<file path="src/rtl/gcd_pkg.sv">
// Shared types and constants for the GCD engine: FSM state encoding and
// algorithm-select values for the mode input.
package gcd_pkg;

  typedef enum logic [1:0] {
    IDLE = 2'd0,
    CALC = 2'd1,
    DONE = 2'd2
  } state_e;

  localparam logic MODE_SUB = 1'b0;
  localparam logic MODE_BIN = 1'b1;

endpackage

</file>
<file path="src/rtl/gcd_step.sv">
// Combinational single update step of either Euclid (subtractive) or Stein
// (binary) GCD, plus the termination decode for the current operand pair.
module gcd_step
  import gcd_pkg::*;
#(
  parameter int WIDTH = 10,
  parameter int K_W   = 4
) (
  input  logic [WIDTH-1:0] x,
  input  logic [WIDTH-1:0] y,
  input  logic [K_W-1:0]   k,
  input  logic             mode,
  output logic [WIDTH-1:0] x_next,
  output logic [WIDTH-1:0] y_next,
  output logic [K_W-1:0]   k_next,
  output logic             done,
  output logic             is_zero
);

  localparam logic [K_W-1:0] K_ONE = {{(K_W-1){1'b0}}, 1'b1};

  always_comb begin
    is_zero = (x == '0) || (y == '0);
    done    = is_zero || (x == y);
    x_next  = x;
    y_next  = y;
    k_next  = k;
    if (!done) begin
      if (mode == MODE_SUB) begin
        if (x > y) x_next = x - y;
        else       y_next = y - x;
      end else begin
        // Shared factors of two are counted in k and restored at the end.
        unique case ({x[0], y[0]})
          2'b00: begin
            x_next = x >> 1;
            y_next = y >> 1;
            k_next = k + K_ONE;
          end
          2'b01: x_next = x >> 1;
          2'b10: y_next = y >> 1;
          default: begin
            if (x > y) x_next = x - y;
            else       y_next = y - x;
          end
        endcase
      end
    end
  end

endmodule

</file>
<file path="src/rtl/gcd_engine.sv">
// Iterative GCD engine with valid/ready handshakes; one update step per clock
// in CALC, result and step count held in DONE until the consumer accepts them.
module gcd_engine
  import gcd_pkg::*;
#(
  parameter int WIDTH  = 10,
  parameter int ITER_W = 16
) (
  input  logic              clk,
  input  logic              rst,
  input  logic              in_valid,
  output logic              in_ready,
  input  logic [WIDTH-1:0]  a,
  input  logic [WIDTH-1:0]  b,
  input  logic              mode,
  input  logic              abort,
  output logic              out_valid,
  input  logic              out_ready,
  output logic [WIDTH-1:0]  gcd,
  output logic [ITER_W-1:0] iters
);

  localparam int K_W = $clog2(WIDTH + 1);
  localparam logic [ITER_W-1:0] ITER_ONE = {{(ITER_W-1){1'b0}}, 1'b1};

  state_e             state_q, state_d;
  logic [WIDTH-1:0]   x_q, x_d, y_q, y_d;
  logic [K_W-1:0]     k_q, k_d;
  logic               mode_q, mode_d;
  logic [WIDTH-1:0]   gcd_q, gcd_d;
  logic [ITER_W-1:0]  iters_q, iters_d;

  logic [WIDTH-1:0]   step_x, step_y;
  logic [K_W-1:0]     step_k;
  logic               step_done, step_zero;
  logic [WIDTH-1:0]   result;

  gcd_step #(
    .WIDTH (WIDTH),
    .K_W   (K_W)
  ) u_step (
    .x       (x_q),
    .y       (y_q),
    .k       (k_q),
    .mode    (mode_q),
    .x_next  (step_x),
    .y_next  (step_y),
    .k_next  (step_k),
    .done    (step_done),
    .is_zero (step_zero)
  );

  // The shift cannot overflow: x<<k never exceeds the smaller original operand.
  always_comb begin
    if (step_zero)               result = x_q | y_q;
    else if (mode_q == MODE_BIN) result = x_q << k_q;
    else                         result = x_q;
  end

  always_ff @(posedge clk or posedge rst) begin
    if (rst) state_q <= IDLE;
    else     state_q <= state_d;
  end

  always_comb begin
    state_d = state_q;
    unique case (state_q)
      IDLE: if (in_valid) state_d = CALC;
      CALC: begin
        if (abort)          state_d = IDLE;
        else if (step_done) state_d = DONE;
      end
      DONE: if (out_ready) state_d = IDLE;
      default: state_d = IDLE;
    endcase
  end

  always_comb begin
    in_ready  = (state_q == IDLE);
    out_valid = (state_q == DONE);
    gcd       = gcd_q;
    iters     = iters_q;
  end

  always_comb begin
    x_d     = x_q;
    y_d     = y_q;
    k_d     = k_q;
    mode_d  = mode_q;
    gcd_d   = gcd_q;
    iters_d = iters_q;
    if (state_q == IDLE && in_valid) begin
      x_d     = a;
      y_d     = b;
      mode_d  = mode;
      k_d     = '0;
      iters_d = '0;
    end else if (state_q == CALC && !abort) begin
      if (step_done) begin
        gcd_d = result;
      end else begin
        x_d     = step_x;
        y_d     = step_y;
        k_d     = step_k;
        iters_d = (iters_q == '1) ? iters_q : iters_q + ITER_ONE;
      end
    end
  end

  always_ff @(posedge clk or posedge rst) begin
    if (rst) begin
      x_q     <= '0;
      y_q     <= '0;
      k_q     <= '0;
      mode_q  <= MODE_SUB;
      gcd_q   <= '0;
      iters_q <= '0;
    end else begin
      x_q     <= x_d;
      y_q     <= y_d;
      k_q     <= k_d;
      mode_q  <= mode_d;
      gcd_q   <= gcd_d;
      iters_q <= iters_d;
    end
  end

endmodule

</file>
<file path="config.mk">
export PLATFORM = sky130hd
export DESIGN_NAME = gcd_engine
export DESIGN_NICKNAME = d
export VERILOG_FILES = /design/src/rtl/gcd_pkg.sv /design/src/rtl/gcd_step.sv /design/src/rtl/gcd_engine.sv
export SDC_FILE = /design/constraint.sdc
export NUM_CORES = 1
export LEC_CHECK = 0
export CELL_PAD_IN_SITES_DETAIL_PLACEMENT = 1
export CELL_PAD_IN_SITES_GLOBAL_PLACEMENT = 2
export CORE_ASPECT_RATIO = 0.7
export CORE_MARGIN = 2
export CORE_UTILIZATION = 37
export CTS_BUF_LIST = sky130_fd_sc_hd__clkbuf_8 sky130_fd_sc_hd__clkbuf_16
export CTS_CLUSTER_SIZE = 24
export DETAILED_ROUTE_END_ITERATION = 10
export GPL_TIMING_DRIVEN = 0
export PLACE_DENSITY_LB_ADDON = 0.2
export SKIP_LAST_GASP = 1
export SLEW_MARGIN = 30
export SYNTH_ARGS = -nofsm -noshare
export SYNTH_HDL_FRONTEND = slang
export SYNTH_SLANG_ARGS = --single-unit
</file>
<file path="constraint.sdc">
create_clock -name clk -period 5.4 [get_ports clk]
set_input_delay 1.08 -clock clk [delete_from_list [all_inputs] [get_ports clk]]
set_output_delay 1.08 -clock clk [all_outputs]
set_load 0.01 [all_outputs]
</file>
==> metrics.cfg <==
[cells_and_area]
num_antenna_cells=0
syn_to_final_growth_pct=20.2
drive_gt1_frac=0.0816
regArea_sq_um=1330
multi_input_area_sq_um=2900
nFillCells=1430
fin_nets=671

[logic_synthesis]
ys_seq_elements=53
synth_commonest_cells=nor2_1, nand2_1, dfrtp_1
synth_nets=610
synthTopCellsByArea=dfrtp_1, ha_1, nor2_1
synthFlopType=dfrtp_1
async_flop_share=1.00
yosys.area.top_type=dfrtp_1
syn_inst=551
synth_area_sq_um=4530
yosysWarningCount=0
yosysTopAreaCellShare=0.293
ys_seq_area_frac=0.293
synth_edf_count=0
yosysUniqueCellTypes=68
syn_avg_cell_area_sq_um=8.22
synth_most_common_cell=nor2_1

[power]
power_frac_seq=0.195
p_sw_frac=0.526
switchingPower_mw=1.87
p_leak_nw=2.25
p_total_mw=3.55
p_comb_frac=0.697
internal-power_mw=1.68
irDropWorstVdd_mv=0.293
p_per_area_nw_per_um2=652
clkPwrFrac=0.108

[worst_setup_path]
crit_arrival_ps=3350
worst-path-max-fanout=10
end_kind=flip-flop
critical_path.startpoint_type=flip-flop
worst_ep_required_time_ps=5580
path_class=flip-flop to flip-flop

[clock_tree]
htreeDepth=2
postCtsSetupBuffers=0
worstSkewPairLatency_ps=300
cts_buffers=5
cts_tree=built
postCtsHoldBufs=0
clockBufferDepth=2
clock-sinks=53
ctsResizeCount=0
cts_root_buf=clkbuf_16
path_clk_slew_ps=80

[drt]
drt_iter0_drc=305
viasPerCell=5.87
vias=4518
wirelength_microns=17200
routedWlPerCell_microns=22.3
drc=0
drt-pass1-iter-count=5
antenna_left=0

[floorplan]
row_count=33
start_util=0.384
io_pins=54
die_x_microns=136
die_y_microns=96.6
core_sq_um=11800
die-area_sq_um=13200

[timing]
grt_setup_unrepaired=no
slew_viol_final=0
relSlewSlack=0.411
hold_violations=0
fmax_mhz=316
setup_viol=0
worst_pin_slew_ps=878
min_period_ps=3160
skew_ps=10.6
finalSetupTns_ps=0
period_share=0.586

[status]
status=completed

[worst_hold_path]
hp-class=flip-flop to flip-flop

[global_routing]
gr-usage-met1=0.407
first_global_vias=4565
antenna_found_initial=0
grt_pass1_wl_microns=26600
grt_overflow=0
met3_usage=0.0548
busiest_layer=met1
grt_max_degree=33
track_usage=0.271
gr-usage-met2=0.406

[placement]
io_buffers=53
gp_congestion=0.902
post-dp-hpwl_microns=13500

[flow_run]
drv_cap=0

## routing by layer
metal / share of wire / up-vias
li1: - / 2096
met1: 0.52 / 2275
met2: 0.41 / 134
met3: 0.059 / 13
met4: 0.0076 / 0
met5: 0 / -
## cells in the final DEF (no fill, tap or decap), drive strengths merged, types with 3 or more instances in the layout
| cell type | n |
|---|---|
| nor2 | 65 |
| nand2 | 59 |
| dfrtp | 53 |
| clkdlybuf4s50 | 53 |
| a21oi | 35 |
| o21ai | 33 |
| inv | 32 |
| ha | 31 |
| clkbuf | 20 |
| buf | 20 |
| xnor2 | 16 |
| o22ai | 15 |
| mux2i | 13 |
| nor3 | 13 |
| nand3 | 12 |
| xor2 | 11 |
| nor4 | 11 |
| a211oi | 11 |
| a31oi | 9 |
| o211ai | 7 |
| and3 | 6 |
| nand2b | 6 |
| a22oi | 6 |
| a221oi | 6 |
| nand4 | 5 |
| nor2b | 5 |
| or3 | 5 |
| and2 | 5 |
| and4 | 4 |
| o31ai | 4 |
| o21bai | 4 |
| mux2 | 4 |
| a21o | 3 |
| o21a | 3 |
| mux4 | 3 |
## power groups by stage
| stage | Clock, mW | Sequential, mW | Combinational [mW] |
|---|---|---|---|
| 6_report | 0.382 | 0.694 | 2.48 |
| 5_1_grt | 0.401 | 0.710 | 2.71 |
| 4_1_cts | 0.386 | 0.687 | 2.45 |
| 3_5_place_dp | 0 | 0.693 | 2.43 |
| 3_3_place_gp | 0 | 0.689 | 2.38 |
| 2_1_floorplan | 0 | 0.638 | 1.71 |
## cell families after synthesis
logic type / synth area share
compound gates: 0.226
xor+xnor: 0.0522
fa+ha+maj: 0.0945
buf+inv: 0.0671
flops: 0.293
mux: 0.0536
simple gates: 0.214
## worst paths after layout
check / cells after the start / from / to / slack [ps]
setup / recovery: 10 / x_q[6]$_DFFE_PP0P_ / y_q[0]$_DFFE_PP0P_ / 2240
hold / removal: 1 / gcd[2]$_DFFE_PP0P_ / gcd[2]$_DFFE_PP0P_ / 480
setup reg to reg: 10 / x_q[6]$_DFFE_PP0P_ / y_q[0]$_DFFE_PP0P_ / 2240
hold reg to reg: 1 / gcd[2]$_DFFE_PP0P_ / gcd[2]$_DFFE_PP0P_ / 480
max in group asynchronous: 3 / rst / k_q[2]$_DFFE_PP0P_ / 3770
min in group asynchronous: 2 / rst / x_q[7]$_DFFE_PP0P_ / 1110
## state kept, by name, summed over array words and instances (netlist names)
name / cells
x_q: 10
k_q: 4
state_q: 2
iters: 16
gcd: 10
mode_q: 1
y_q: 10
## through the flow
step	worst slack [ps]	instances	util	hold WS (ps)	cell area, sq um
4_1_cts	2310	770	0.461	491	5450
6_report	2240	770	0.461	484	5450
3_3_place_gp	1800	761	0.445	469	5260
5_1_grt	2110	770	0.461	519	5450
3_5_place_dp	2000	762	0.447	470	5280
2_1_floorplan	2860	551	-	467	4530
## layout make-up
class / count / share of cell area
multi-input cells: 433 / 0.532
plain buffers: 34 / 0.0345
flip-flops and latches: 53 / 0.244
well taps: 157 / 0.0361
repair buffers: 54 / 0.101
clock buffers: 5 / 0.0230
inverters: 31 / 0.0218
clock inverters: 3 / 0.00781
## worst max-delay path, cell delays in order (launching register included)
cell and delay, ps:
dfrtp_1 550, inv_1 200, ha_1 310, buf_2 180, nor3_2 330, and4_1 360
a211oi_1 100, nand2_1 140, clkbuf_1 500, a211oi_1 90, a221o_1 300
Power figures use the tool's default switching activity.
